===== src/rtl/mem_access_unit_pkg.sv =====
// Shared memory-op codes, exception codes and FSM state type for the M-stage
// load/store engine.
package mem_access_unit_pkg;

  localparam int unsigned MEMOP_SIZE = 4;

  // Code 0 and 9..15 are undefined ops: accepted, but nothing is sent to memory.
  localparam logic [MEMOP_SIZE-1:0] MEMOP_LW  = 4'd1;
  localparam logic [MEMOP_SIZE-1:0] MEMOP_LH  = 4'd2;
  localparam logic [MEMOP_SIZE-1:0] MEMOP_LHU = 4'd3;
  localparam logic [MEMOP_SIZE-1:0] MEMOP_LB  = 4'd4;
  localparam logic [MEMOP_SIZE-1:0] MEMOP_LBU = 4'd5;
  localparam logic [MEMOP_SIZE-1:0] MEMOP_SW  = 4'd6;
  localparam logic [MEMOP_SIZE-1:0] MEMOP_SH  = 4'd7;
  localparam logic [MEMOP_SIZE-1:0] MEMOP_SB  = 4'd8;

  localparam logic [4:0] EXC_ADEL = 5'd4;
  localparam logic [4:0] EXC_ADES = 5'd5;

  typedef enum logic [1:0] {
    MAU_IDLE,
    MAU_ISSUE,
    MAU_WAIT,
    MAU_DONE
  } mau_state_e;

  function automatic logic is_load(input logic [MEMOP_SIZE-1:0] op);
    return op inside {MEMOP_LW, MEMOP_LH, MEMOP_LHU, MEMOP_LB, MEMOP_LBU};
  endfunction

  function automatic logic is_store(input logic [MEMOP_SIZE-1:0] op);
    return op inside {MEMOP_SW, MEMOP_SH, MEMOP_SB};
  endfunction

  function automatic logic is_misaligned(input logic [MEMOP_SIZE-1:0] op,
                                         input logic [1:0]            lo);
    logic w_bad;
    w_bad = 1'b0;
    if (op inside {MEMOP_LW, MEMOP_SW})              w_bad = (lo != 2'b00);
    if (op inside {MEMOP_LH, MEMOP_LHU, MEMOP_SH})   w_bad = lo[0];
    return w_bad;
  endfunction

endpackage


===== src/rtl/mem_access_unit_load_lane_ext.sv =====
// Load lane selection and sign/zero extension of the returned memory word.
module load_lane_ext
  import mem_access_unit_pkg::*;
(
  input  logic [MEMOP_SIZE-1:0] i_op,
  input  logic [1:0]            i_addr_lo,
  input  logic [31:0]           i_rdata,
  output logic [31:0]           o_data
);

  logic [7:0]  w_byte;
  logic [15:0] w_half;

  always_comb begin
    w_byte = i_rdata[7:0];
    case (i_addr_lo)
      2'd0: w_byte = i_rdata[7:0];
      2'd1: w_byte = i_rdata[15:8];
      2'd2: w_byte = i_rdata[23:16];
      2'd3: w_byte = i_rdata[31:24];
      default: w_byte = i_rdata[7:0];
    endcase
    w_half = i_addr_lo[1] ? i_rdata[31:16] : i_rdata[15:0];

    o_data = '0;
    case (i_op)
      MEMOP_LB:  o_data = {{24{w_byte[7]}}, w_byte};
      MEMOP_LBU: o_data = {24'h000000, w_byte};
      MEMOP_LH:  o_data = {{16{w_half[15]}}, w_half};
      MEMOP_LHU: o_data = {16'h0000, w_half};
      MEMOP_LW:  o_data = i_rdata;
      default:   o_data = '0;
    endcase
  end

endmodule


===== src/rtl/mem_access_unit.sv =====
// M-stage load/store engine: store narrowing, req/gnt/rvalid handshake, load extension.
// Optional MAU_MISALIGN_EXC_EN raises AdEL/AdES on misaligned accesses instead of issuing them.
module mem_access_unit
  import mem_access_unit_pkg::*;
#(
  parameter int unsigned ADDR_W = 32,
  parameter int unsigned EXC_W  = 5
) (
  input  logic                  clk,
  input  logic                  reset,
  input  logic                  req_valid,
  output logic                  req_ready,
  input  logic [MEMOP_SIZE-1:0] req_op,
  input  logic [ADDR_W-1:0]     req_addr,
  input  logic [31:0]           req_wdata,
  output logic                  resp_valid,
  output logic [31:0]           resp_rdata,
  output logic [EXC_W-1:0]      resp_exc,
  output logic                  mem_req,
  input  logic                  mem_gnt,
  output logic [ADDR_W-1:0]     mem_addr,
  output logic [3:0]            mem_byteen,
  output logic [31:0]           mem_wdata,
  input  logic [31:0]           mem_rdata,
  input  logic                  mem_rvalid
);

  mau_state_e            r_state;
  logic [MEMOP_SIZE-1:0] r_op;
  logic [1:0]            r_lane;
  logic [31:0]           w_st_wdata;
  logic [3:0]            w_st_byteen;
  logic [31:0]           w_ld_data;
  logic                  w_misaligned;

  assign req_ready = (r_state == MAU_IDLE);

  always_comb begin
    w_st_wdata  = req_wdata;
    w_st_byteen = 4'b0000;
    case (req_op)
      MEMOP_SB: begin
        w_st_wdata  = {4{req_wdata[7:0]}};
        w_st_byteen = 4'b0001 << req_addr[1:0];
      end
      MEMOP_SH: begin
        w_st_wdata  = {2{req_wdata[15:0]}};
        w_st_byteen = req_addr[1] ? 4'b1100 : 4'b0011;
      end
      MEMOP_SW: w_st_byteen = 4'b1111;
      default: ;
    endcase
  end

`ifdef MAU_MISALIGN_EXC_EN
  assign w_misaligned = is_misaligned(req_op, req_addr[1:0]);
`else
  assign w_misaligned = 1'b0;
`endif

  load_lane_ext u_load_lane_ext (
    .i_op      (r_op),
    .i_addr_lo (r_lane),
    .i_rdata   (mem_rdata),
    .o_data    (w_ld_data)
  );

  always_ff @(posedge clk) begin
    if (reset) begin
      r_state    <= MAU_IDLE;
      r_op       <= '0;
      r_lane     <= '0;
      mem_req    <= 1'b0;
      mem_addr   <= '0;
      mem_byteen <= '0;
      mem_wdata  <= '0;
      resp_valid <= 1'b0;
      resp_rdata <= '0;
      resp_exc   <= '0;
    end else begin
      case (r_state)
        MAU_IDLE: begin
          if (req_valid) begin
            r_op   <= req_op;
            r_lane <= req_addr[1:0];
            if (w_misaligned) begin
              r_state    <= MAU_DONE;
              resp_valid <= 1'b1;
              resp_rdata <= '0;
              resp_exc   <= is_store(req_op) ? EXC_W'(EXC_ADES) : EXC_W'(EXC_ADEL);
            end else if (is_load(req_op) || is_store(req_op)) begin
              r_state    <= MAU_ISSUE;
              mem_req    <= 1'b1;
              mem_addr   <= {req_addr[ADDR_W-1:2], 2'b00};
              mem_byteen <= w_st_byteen;
              mem_wdata  <= w_st_wdata;
            end else begin
              r_state    <= MAU_DONE;
              resp_valid <= 1'b1;
              resp_rdata <= '0;
              resp_exc   <= '0;
            end
          end
        end
        MAU_ISSUE: begin
          if (mem_gnt) begin
            mem_req <= 1'b0;
            if (is_store(r_op)) begin
              r_state    <= MAU_DONE;
              resp_valid <= 1'b1;
              resp_rdata <= '0;
              resp_exc   <= '0;
            end else begin
              r_state <= MAU_WAIT;
            end
          end
        end
        MAU_WAIT: begin
          if (mem_rvalid) begin
            r_state    <= MAU_DONE;
            resp_valid <= 1'b1;
            resp_rdata <= w_ld_data;
            resp_exc   <= '0;
          end
        end
        MAU_DONE: begin
          resp_valid <= 1'b0;
          r_state    <= MAU_IDLE;
        end
        default: r_state <= MAU_IDLE;
      endcase
    end
  end

endmodule


===== config.mk =====
export PLATFORM = sky130hd
export DESIGN_NAME = mem_access_unit
export DESIGN_NICKNAME = d
export VERILOG_FILES = /design/src/rtl/mem_access_unit_pkg.sv /design/src/rtl/mem_access_unit_load_lane_ext.sv /design/src/rtl/mem_access_unit.sv
export SDC_FILE = /design/constraint.sdc
export NUM_CORES = 1
export LEC_CHECK = 0
export CAP_MARGIN = 20
export CORE_MARGIN = 2
export CORE_UTILIZATION = 50
export CTS_CLUSTER_DIAMETER = 120
export DETAILED_ROUTE_END_ITERATION = 6
export DONT_BUFFER_PORTS = 1
export GPL_TIMING_DRIVEN = 0
export PLACE_DENSITY_LB_ADDON = 0.3
export SYNTH_ARGS = -nofsm -noshare
export SYNTH_HDL_FRONTEND = slang
export SYNTH_HIERARCHICAL = 1
export SYNTH_SLANG_ARGS = --single-unit
export TNS_END_PERCENT = 20

===== constraint.sdc =====
create_clock -name clk -period 2.4 [get_ports clk]
set_input_delay 0.12 -clock clk [delete_from_list [all_inputs] [get_ports clk]]
set_output_delay 0.12 -clock clk [all_outputs]
set_load 0.05 [all_outputs]

[Yosys cells after proc, flatten, opt, wreduce, memory -nomap -nowiden]
Index checks and enable logic that the tools add are counted.
Word-level totals
  bits in registers: 113
  output and inout bits: 108
  word-level logic and storage cells: 87
Operators by class
  eq/ne operators: 28
  shift operators: 1
  multiplexer cells: 34
  reduce and logical (&&, ||, !) cells: 14
Operator list (number)
  32-bit two-way mux: 5
  32-bit case mux with 5 select lines: 1
  32-bit case mux with 3 select lines: 1
  32-bit case mux with 2 select lines: 1
  4-bit by 3-bit == test with 1-bit output (second input constant): 8
  8-bit case mux with 4 select lines: 1
  5-bit two-way mux: 5
  4-bit by 2-bit == test with 1-bit output (second input constant): 4
  16-bit two-way mux: 1
  5-bit case mux with 3 select lines: 1
  4-bit case mux with 3 select lines: 1
  2-bit != test (second input constant): 5
  1-bit two-way mux: 9
  3-bit nonzero test: 3
  2-bit == test (second input constant): 4
  4-bit by 1-bit == test with 1-bit output (second input constant): 2
  4-bit == test (second input constant): 2
  2-bit two-way mux: 4
  2-bit case mux with 4 select lines: 1
  3-bit AND reduction: 2
  6-bit AND reduction: 1
  5-bit AND reduction: 1
  5-bit nonzero test: 1
  2-bit by 1-bit == test with 1-bit output (second input constant): 2
  other kinds (10): 11

[Longest topological paths before layout]
Gate-level depths: netlist of run 1.
  depth in word-level cells: 6
  mapped depth: 8
  gate-level depth less buffers: 6

[Cells and area by module]
The synthesis of run 1 kept the hierarchy.
By module, submodules not included
  mem_access_unit: times used 1, cells an instance 467, area each 4147.7 um^2
  load_lane_ext: times used 1, cells an instance 98, area each 723.2 um^2

[Least setup slack after synthesis of run 1]
Ideal clock, no wire load.
  kind: reg-to-reg
  from: register r_state[0]
  to: register resp_rdata[0]
  setup time: 0.117 ns
  data arrival time: 2.339 ns
  required time: 2.283 ns
  setup slack: -0.056 ns
  stages on the path, launching flop included: 7
  path buffers: 1
  cells stage by stage: dfxtp_1 inv_1 ha_1 a222oi_1 a41oi_2 buf_6 a22o_1
On the way
  cells in the longest elaborated chain, start to end: 3
Ends and longest elaborated chain
  start, declared: line mem_access_unit.sv:28  | mau_state_e r_state;
  start signal, assigned: line mem_access_unit.sv:70  | r_state <= MAU_IDLE;
  start signal, assigned: line mem_access_unit.sv:87  | r_state <= MAU_DONE;
  start signal, assigned: line mem_access_unit.sv:92  | r_state <= MAU_ISSUE;
  2-bit logical NOT (*)
  net req_ready: line mem_access_unit.sv:12  | output logic req_ready,
  2-bit != test (no source line) / 3-bit nonzero test (equally long branches)
  6-bit AND reduction (no source line)
  end signal, assigned: line mem_access_unit.sv:122  | resp_rdata <= w_ld_data;
  end, declared: line mem_access_unit.sv:17  | output logic [31:0] resp_rdata,
Mark *: on every way through the listed nets, which the timed path passes. The rest lies on a longest branch.
A chain may end at the register's enable or synchronous reset.

[Worst setup path in the final report of run 1]
  from: register r_state[0]
  to: register mem_wdata[9]
On the way
  cells in the longest elaborated chain, start to end: 2
Ends and longest elaborated chain
  2-bit logical NOT
  net req_ready: line mem_access_unit.sv:12
  3-bit AND reduction (no source line)
  end signal, assigned: line mem_access_unit.sv:96  | mem_wdata <= w_st_wdata;
  end, declared: line mem_access_unit.sv:23  | output logic [31:0] mem_wdata,
The timed path passes the listed nets, and every way through them passes these cells.

==> flow_metrics.tcl, run 1 <==
set metrics [dict create \
    outcome "completed" \
    vias 4879 \
    setup_ws_ns 0.135 \
    fin_area_um2 6210 \
    design.core.area_um2 9590 \
    avgSynthCellArea_um2 8.62 \
    p_leak_nw 2.50 \
    start_util_pct 50.8 \
    crit_fanout 10 \
    gp_congestion 0.911 \
    drtIter0Drc 359 \
    yosysSeqAreaShare_pct 44.4 \
    min_to "resp_rdata[1]" \
    drv_cap 0 \
    min-delay-path-class "in -> reg" \
    synthesis.area_um2 4870 \
    start_kind "flip-flop" \
    synth-async-reset-ratio_pct 0 \
    routedWlPerCell_um 19.7 \
    finalCriticalPeriod_ns 2.26 \
    hold_depth 3 \
    synth_simple_gate_area_share_pct 20.5 \
    dieArea_um2 10500 \
    synth_xor_area_share_pct 0 \
    grt_pass1_wl_um 24100 \
    timing.rr.start "r_state[0]" \
    regToRegSetupSlack_ns 0.14 \
    required_ns 2.69 \
    antennaDiodeCount 0 \
    setup_viol 0 \
    clock_path_buffers 2 \
    clk_pin_slew_ns 0.11 \
    grt_pass1_vias 4825 \
    routed_wl_um 15900 \
    area_growth_pct 27.5 \
    synthAdderAreaFrac_pct 1.03 \
    yosysTopAreaCellShare_pct 44.4 \
    port_buffers 0 \
    synth.area.mux_share_pct 4.32 \
    fmax_ghz 0.442 \
    cts_num_sinks 108 \
    final_nets 782 \
    netlist.top_cell.by_area "dfxtp_1" \
    r2r_end "mem_wdata[9]" \
    grt-ovfl-total 0 \
    rsz0062_at_grt "no" \
    synth_ff_type "dfxtp_1" \
    fillers 760 \
    synth-edff-count 0 \
    ys_top_cells_by_area "dfxtp_1 44%, nand2_1 12%, a22o_1 5.4%, a21oi_1 4.9%, mux4_1 3.2%" \
    worstSetupEndpointType "flip-flop" \
    holdCritStartpoint "mem_rdata[1]" \
    layout-drive-gt1-share_pct 10.2 \
    synth_seq_cells 108 \
    clk_latency_ns 0.38 \
    io_pins 213 \
    place_ws_ns -0.372 \
    vdd_drop_max_mv 0.564 \
    slowest_delay_ns 0.36 \
    maxSlewHeadroom_pct 47.2 \
    cts-root-buf "clkbuf_8" \
    synthDistinctLibCells 49 \
    final.setup.tns_ns 0 \
    final_cell_mix "157 x nand2_1, 108 x dfxtp_1, 89 x dlygate4sd3_1" \
    hpwl_um 10300 \
    vias_per_cell 6.02 \
    fin_hold_ws_ns 0.00692 \
    final-seq-area_um2 2160 \
    multi_input_area_um2 2380 \
    cts_buffers 9 \
    grt_max_degree 18 \
    layout_commonest_cell "nand2_1" \
    grt.total_usage_pct 29.7 \
    p_per_area_nw_per_um2 918 \
    r2r_cells 8 \
    die_w_um 103 \
    synth_top_family_by_area "compound AO/OA/AOI/OAI gates" \
    cts_tree "built" \
    synth_compound_area_share_pct 22.2 \
    finalCritPeriodShare_pct 94.4 \
    tightestPinTransition_ns 0.781 \
    antenna_found_initial 1 \
    drv_slew 0 \
    finalHoldViolCount 0 \
    drtPass1Iterations 7 \
    cp.arrival_ns 2.56 \
    ys_warn_count 6 \
    utilization_pct 64.7 \
    placed_cell_area_um2 5060 \
    drc_errors 0 \
    chipHeight_um 103 \
    cp_slowest_cell "dfxtp_1" \
    ctsHtreeMaxLevel 3 \
    std_cell_rows 36 \
    path_cells "inv_1 -> ha_4 -> nand2_1 -> and3b_1 -> clkbuf_2 -> buf_2 -> nor2_1 -> a211oi_1" \
    worstSetupPathType "reg -> reg" \
    finClkSkew_ns 0.0137 \
    synthCells 565 \
    antenna_left 0 \
]
## synthesized netlist by cell type, types with 8 or more instances
library cell	count
nand2_1	157
dfxtp_1	108
a21oi_1	48
nor2_1	34
a22o_1	30
clkbuf_1	22
a211oi_1	20
inv_1	14
nand3_1	12
buf_6	11
a221oi_1	8
a311oi_1	8
buf_4	8
## how the worst max path moves through the flow
stage / cells past startpoint / from / to / slack [ns]
after floorplan: 6 / r_state[0] / resp_rdata[0] / 0.10
after global placement: 6 / r_state[0] / resp_rdata[16] / -0.32
after detailed placement: 6 / r_state[0] / resp_rdata[26] / -0.37
after CTS: 8 / r_state[0] / mem_addr[22] / 0.16
after global routing: 8 / r_state[0] / mem_byteen[1] / 0.0008
final: 8 / r_state[0] / mem_wdata[9] / 0.14
## logic make-up (layout without fill, tap and decap cells)
logic type | after synthesis | count (layout)
AND/OR/NAND/NOR | 232 | 232
other | 1 | 7
buffers and inverters | 66 | 173
flip-flops | 108 | 108
AO/OA/AOI/OAI | 144 | 144
multiplexers | 10 | 10
adder cells (fa/ha/maj) | 4 | 4
## metrics by stage
step                      cells  power [mW]
after global placement      704        4.20
after CTS                   811        5.66
after detailed placement    704        4.25
final                       811        5.70
after floorplan             571        3.93
after global routing        811        5.97
## worst max-delay path: cells and delay by family, from the launching register on
kind,cells,cell delay (ns)
DFF,1,0.36
AOI/OAI and AO/OA,1,0.27
adders and majority gates,1,0.30
buffers and inverters,3,0.69
and+or+nand+nor,3,0.56
## metal layers
metal / wire length, um / up-vias / global-route usage [%]
li1: - / 2214 / -
met1: 6020 / 2277 / 33.8
met2: 7520 / 309 / 49.3
met3: 1670 / 77 / 10.4
met4: 721 / 2 / 15.2
met5: 14 / - / 0
## final cells by class
cell class / instances / area share (%)
timing repair buffer: 91 / 14.6
buffer: 51 / 5.10
inverter: 15 / 0.907
multi-input combinational: 397 / 38.3
clock inverter: 5 / 1.33
tap: 133 / 2.68
clock buffer: 11 / 2.28
sequential: 108 / 34.8
## power by group
part | switching [mW] | total [mW] | internal [mW]
combinational | 0.940 | 1.61 | 0.667
clock | 0.628 | 1.25 | 0.623
sequential | 0.831 | 2.84 | 2.01
total | 2.40 | 5.70 | 3.30
## repair_timing
item,4_1_cts,5_1_grt
hold endpoints to repair,97,0
gates resized for setup,4,4
gates cloned,0,0
hold buffers,89,0
pin swaps,1,0
endpoints found under the setup margin,92,11
setup buffers,2,0
## sequential cells by signal, indices dropped and copies added (netlist names)
register / flops
r_lane: 2
resp_rdata: 32
r_state: 2
mem_byteen: 4
resp_valid: 1
r_op: 4
mem_wdata: 32
mem_req: 1
mem_addr: 30
No activity file was read; power rests on OpenSTA's default activity.
==> run 2, diff against run 1 <==
--- a/config.mk
+++ b/config.mk
@@ -15,6 +15,5 @@
 export PLACE_DENSITY_LB_ADDON = 0.3
 export SYNTH_ARGS = -nofsm -noshare
 export SYNTH_HDL_FRONTEND = slang
-export SYNTH_HIERARCHICAL = 1
 export SYNTH_SLANG_ARGS = --single-unit
 export TNS_END_PERCENT = 20
==> run 2 against run 1 <==
Compared with the run above:
- the run now ends with design-rule violations left
- clock power decreased by 9%
- synthesized area decreased by 0.39%
- combinational power increased by 5%
- critical path type unchanged
- sequential cell count unchanged
==> flow_metrics.tcl, run 2 <==
set metrics [dict create \
    finalHoldViolCount 0 \
    chipHeight_um 103 \
    drv_cap 0 \
    p_per_area_nw_per_um2 917 \
    top_regs "mem_wdata: 32 flops, resp_rdata: 32 flops, mem_addr: 30 flops" \
    power.switching_mw 2.48 \
    power.share.sequential_pct 49.9 \
    finalCriticalPeriod_ns 2.27 \
    min-delay-path-class "in -> reg" \
    internal_power_mw 3.16 \
    crit_fanout 10 \
    pwr-share-comb_pct 29.9 \
    avgSynthCellArea_um2 8.35 \
    grt.total_usage_pct 28.8 \
    start_kind "flip-flop" \
    cts_tree "built" \
    vdd_drop_max_mv 0.528 \
    dp.cells 716 \
    synth-async-reset-ratio_pct 0 \
    setup_ws_ns 0.127 \
    clockPowerShare_pct 20.2 \
    cts_buffers 9 \
    drtIter0Drc 381 \
    switching_share_pct 44.0 \
    cp_slowest_cell "dfxtp_1" \
    outcome "finished, violations left" \
    place_ws_ns -0.144 \
    synthesis.area_um2 4850 \
    layout_commonest_cell "nand2_1" \
    synthDistinctLibCells 51 \
    synth_common_cells "159 x nand2_1, 108 x dfxtp_1, 54 x a21oi_1, 40 x nor2_1, 30 x a22o_1" \
    p_leak_nw 2.45 \
    port_buffers 0 \
    ctsHtreeMaxLevel 3 \
    yosysSeqAreaShare_pct 44.6 \
    routedWlPerCell_um 18.9 \
    design.core.area_um2 9330 \
    netlist.top_cell.by_area "dfxtp_1" \
    synth-edff-count 0 \
    clk_latency_ns 0.37 \
    ys_top_cells_by_area "dfxtp_1 45%, nand2_1 12%, a21oi_1 5.6%, a22o_1 5.4%, a211oi_1 3.6%" \
    final_nets 796 \
    synth_most_common_cell "nand2_1" \
    final.setup.tns_ns 0 \
    antenna_left 0 \
    hpwl_um 10400 \
    cp_top_family "buffers and inverters" \
    worstSetupPathType "reg -> reg" \
    cp.arrival_ns 2.59 \
    finClkSkew_ns 0.0114 \
    vias 4845 \
    synthCells 581 \
    area_growth_pct 26.8 \
    timing.critical_path.buf_inv 4 \
    cts_num_sinks 108 \
    routed_wl_um 15500 \
    drv_slew 0 \
    tightestPinTransition_ns 0.622 \
    io_pins 213 \
    slowest_delay_ns 0.35 \
    grt_pass1_wl_um 23800 \
    grt_pass1_vias 4910 \
    clk_pin_slew_ns 0.11 \
    rsz0062_at_grt "no" \
    gp_congestion 0.882 \
    path_cells "inv_1 -> ha_4 -> buf_2 -> inv_1 -> o221ai_4 -> nor2_1 -> a21oi_1 -> buf_2 -> a22o_1" \
    layout-drive-gt1-share_pct 10.1 \
    worstSetupEndpointType "flip-flop" \
    maxSlewHeadroom_pct 58.4 \
    drtPass1Iterations 7 \
    die_w_um 103 \
    dieArea_um2 10500 \
    synth_seq_cells 108 \
    cts-root-buf "clkbuf_8" \
    start_util_pct 52.0 \
    yosysTopAreaCellShare_pct 44.6 \
    fmax_ghz 0.440 \
    final_cell_mix "159 x nand2_1, 108 x dfxtp_1, 89 x dlygate4sd3_1" \
    setup_viol 0 \
    ys_warn_count 0 \
    fin_cells 822 \
    violations "design-rule violations" \
    required_ns 2.72 \
    synth_ff_type "dfxtp_1" \
    postCtsSetupBuffers 0 \
    grt-ovfl-total 0 \
    drc_errors 1 \
    std_cell_rows 35 \
    finalCritPeriodShare_pct 94.7 \
    grt_max_degree 19 \
    antenna_found_initial 1 \
    clock_path_buffers 2 \
    vias_per_cell 5.89 \
]
[run 2: cell types whose count changed in the layout (fill, tap and decap cells not counted), moves of 6 or more]
cell / previous run / this run
a221o_2: 7 / 1
nand2b_1: 3 / 9
mux2_2: 0 / 6
inv_1: 14 / 7
a21oi_1: 48 / 54
buf_6: 11 / 4
buf_2: 5 / 18
mux4_1: 6 / 0
nor2_1: 34 / 40
[run 2: cell families (layout without fill, tap and decap cells)]
kind of cell	after synthesis	count (layout)	synth area share (%)
simple gates	242	242	21.2
other cells	1	8	0.0773
buf+inv	60	165	6.60
flops	108	108	44.6
xor+xnor	1	1	0.335
mux	16	16	4.00
fa+ha+maj	4	4	1.03
compound gates	149	149	22.2
[run 2: path summary, 6_finish.rpt]
check,startpoint,endpoint,slack (ns),cells after the start
max,r_state[0],resp_rdata[21],0.13,9
min,mem_rdata[2],resp_rdata[2],0.002,3
max reg2reg,r_state[0],resp_rdata[21],0.13,9
min reg2reg,r_op[0],r_op[0],0.52,2
[run 2: routing by layer]
| layer | wire length (um) | part of all wire (%) | global-route usage (%) |
|---|---|---|---|
| met1 | 5830 | 38 | 32.8 |
| met4 | 676 | 4.4 | 14.2 |
| met3 | 1490 | 9.6 | 7.19 |
| met2 | 7510 | 48 | 50.1 |
| met5 | 0 | 0 | 0 |
[run 2: worst reg2reg max path, delay by kind of cell (launching register included)]
kind                       cells  cell delay, ns
buffers and inverters          4            0.77
AOI/OAI and AO/OA              3            0.72
DFF                            1            0.35
adders and majority gates      1            0.26
and+or+nand+nor                1            0.12
[run 2: what timing repair did]
item                                    in CTS  in global routing
endpoints found under the hold margin       96                  0
cloned                                       0                  0
resized for setup                            1                  2
pin swaps                                    0                  0
hold buffers                                89                  0
endpoints found under the setup margin      31                 33
[run 2: final cells by class]
cell class	count	area, um^2
Multi-Input combinational cell	419	2420
Tap cell	129	161
Clock inverter	7	73.8
Sequential cell	108	2160
Buffer	52	290
Antenna cell	1	2.50
Fill cell	746	3180
Clock buffer	9	124
Inverter	8	30.0
Timing Repair Buffer	89	891
[run 2: power by group through the flow]
stage / clock (mW) / sequential [mW] / combinational (mW)
after floorplan: 0 / 2.80 / 1.18
after global placement: 0 / 2.85 / 1.41
after detailed placement: 0 / 2.85 / 1.46
after CTS: 1.14 / 2.81 / 1.60
after global routing: 1.20 / 2.84 / 1.85
final: 1.14 / 2.82 / 1.69
[run 2: per-stage QoR]
step | utilization, % | hold slack, ns | total power [mW] | instance area (um^2)
after floorplan | - | 0.236 | 3.98 | 4870
after global placement | 54.0 | 0.243 | 4.26 | 5040
after detailed placement | 54.0 | 0.247 | 4.32 | 5040
after CTS | 65.7 | 0.00000422 | 5.55 | 6130
after global routing | 65.9 | 0.0222 | 5.89 | 6150
final | 65.9 | 0.00166 | 5.64 | 6150
==> run 3, diff against run 2 <==
--- a/config.mk
+++ b/config.mk
@@ -13,6 +13,8 @@
 export DONT_BUFFER_PORTS = 1
 export GPL_TIMING_DRIVEN = 0
 export PLACE_DENSITY_LB_ADDON = 0.3
+export REMOVE_ABC_BUFFERS = 1
+export SLEW_MARGIN = 20
 export SYNTH_ARGS = -nofsm -noshare
 export SYNTH_HDL_FRONTEND = slang
 export SYNTH_SLANG_ARGS = --single-unit
==> run 3 against run 2 <==
Compared with the run above:
- setup slack worse by 0.012 ns
- via count down 5.1%
- die area unchanged
- fmax down 0.54%
- worst hold slack better by 0.020 ns
- sequential power up 2%
- wire length down 4.2%
- first-iteration DRC count down 38%
- critical path depth down 4
- clock-buffer cell count up 1
- critical path type unchanged
- the flow now finishes without violations
- utilization down 1.7 points
==> flow_metrics.tcl, run 3 (synthesis gave the netlist of run 2 again) <==
set metrics [dict create \
    switching_share_pct 44.8 \
    dieArea_um2 10500 \
    crit_fanout 75 \
    vias_per_cell 5.93 \
    rsz0062_at_grt "no" \
    vdd_drop_max_mv 0.537 \
    drtIter0Drc 238 \
    die_w_um 103 \
    io_pins 213 \
    cp_top_family "simple AND/OR/NAND/NOR gates" \
    finalCriticalPeriod_ns 2.29 \
    placed_cell_area_um2 4790 \
    fmax_ghz 0.437 \
    design.core.area_um2 9330 \
    routed_wl_um 14900 \
    power.share.sequential_pct 51.4 \
    clockPowerShare_pct 19.3 \
    p_per_area_nw_per_um2 930 \
    start_kind "flip-flop" \
    vias 4598 \
    pwr-share-comb_pct 29.3 \
    finalHoldViolCount 0 \
    layout_commonest_cell "nand2_1" \
    final.setup.tns_ns 0 \
    fin_cells 775 \
    cts_num_sinks 108 \
    clk_latency_ns 0.36 \
    cp_slowest_cell "and3_4" \
    clock_path_buffers 2 \
    hold_depth 3 \
    drc_errors 0 \
    setup_viol 0 \
    maxSlewHeadroom_pct 33.1 \
    outcome "completed" \
    path_cells "inv_1 -> ha_4 -> and3_4 -> nor2_1 -> a311oi_1" \
    area_growth_pct 23.5 \
    cp.arrival_ns 2.53 \
    final_cell_mix "159 x nand2_1, 108 x dfxtp_1, 91 x dlygate4sd3_1" \
    hpwl_um 8800 \
    timing.critical_path.buf_inv 1 \
    clk_pin_slew_ns 0.11 \
    port_buffers 0 \
    cts-root-buf "clkbuf_8" \
    path_depth 5 \
    required_ns 2.65 \
    grt_max_degree 78 \
    gp_congestion 0.800 \
    min-delay-path-class "in -> reg" \
    worstSetupPathType "reg -> reg" \
    grt_util_met2_pct 46.9 \
    routedWlPerCell_um 19.2 \
    start_util_pct 52.0 \
    chipHeight_um 103 \
    layout-drive-gt1-share_pct 6.97 \
    top_usage_layer "met2" \
    grt.total_usage_pct 27.0 \
    final_nets 750 \
    grtUsageMet1_pct 29.8 \
    cts_buffers 9 \
    grt-ovfl-total 0 \
    antenna_left 0 \
    drtPass1Iterations 5 \
    drv_slew 0 \
    ctsHtreeMaxLevel 3 \
    worstSetupStartpoint "r_state[0]" \
    finClkSkew_ns 0.0111 \
    std_cell_rows 35 \
    dp.cells 665 \
    finalCritPeriodShare_pct 95.2 \
    p_leak_nw 2.30 \
    timing.rr.start "r_state[0]" \
    fin_area_um2 5990 \
    power.switching_mw 2.49 \
    holdCritStartpoint "mem_rdata[21]" \
    grt_pass1_wl_um 22300 \
    antennaDiodeCount 0 \
    cts_tree "built" \
    use_met3_pct 9.49 \
    r2r_cells 5 \
    tightestPinTransition_ns 1.00 \
    top_regs "mem_wdata: 32 flops, resp_rdata: 32 flops, mem_addr: 30 flops" \
    antenna_found_initial 0 \
    drv_cap 0 \
    slowest_delay_ns 0.78 \
    internal_power_mw 3.08 \
    grt_pass1_vias 4617 \
    worstSetupEndpointType "flip-flop" \
    total_power_mw 5.57 \
]
[run 3: metrics by stage]
step	utilization, %	worst slack [ns]	hold slack [ns]
floorplan	-	-0.826	0.189
global placement	50.9	-1.57	0.195
detailed placement	51.4	-0.651	0.196
CTS	64.0	0.153	0.00146
global route	64.2	0.00921	0.00892
finish	64.2	0.114	0.0215
[run 3: cell type report]
| cell class | instances | area [um^2] |
|---|---|---|
| tap | 129 | 161 |
| inverter | 8 | 30.0 |
| clock buffer | 10 | 138 |
| fill | 733 | 3340 |
| multi-input combinational | 420 | 2460 |
| clock inverter | 6 | 58.8 |
| sequential | 108 | 2160 |
| timing repair buffer | 94 | 986 |
[run 3: path summary, 6_finish.rpt]
kind | to | slack [ns]
worst min register to register | r_op[0] | 0.53
worst max-delay path | mem_wdata[21] | 0.11
worst min-delay path | resp_rdata[21] | 0.02
worst max register to register | mem_wdata[21] | 0.11
[run 3: worst min-delay path, stage by stage]
cell and delay (ns):
nand2_1 0.03, nand2_1 0.06, a22o_1 0.13
[run 3: timing repair]
item | in CTS | in global routing
cloned | 1 | 0
setup endpoints to repair | 99 | 11
buffers inserted | 0 | 1
hold endpoints to repair | 98 | 0
hold buffers | 92 | 0
gates resized for setup | 6 | 0
pin swaps | 1 | 1
[run 3: power by group through the flow]
stage	sequential, mW	clock [mW]	combinational [mW]
4_1_cts	2.86	1.10	1.55
5_1_grt	2.89	1.18	1.78
6_report	2.87	1.08	1.63
2_1_floorplan	2.83	0	1.03
3_5_place_dp	2.90	0	1.30
3_3_place_gp	2.89	0	1.21
[run 3: metal layers]
metal  vias to the layer above  part of all wire (%)
met5                         -                     0
met4                         0                   2.5
met3                        38                    12
met2                       292                    50
met1                      2135                    36
li1                       2133                     -
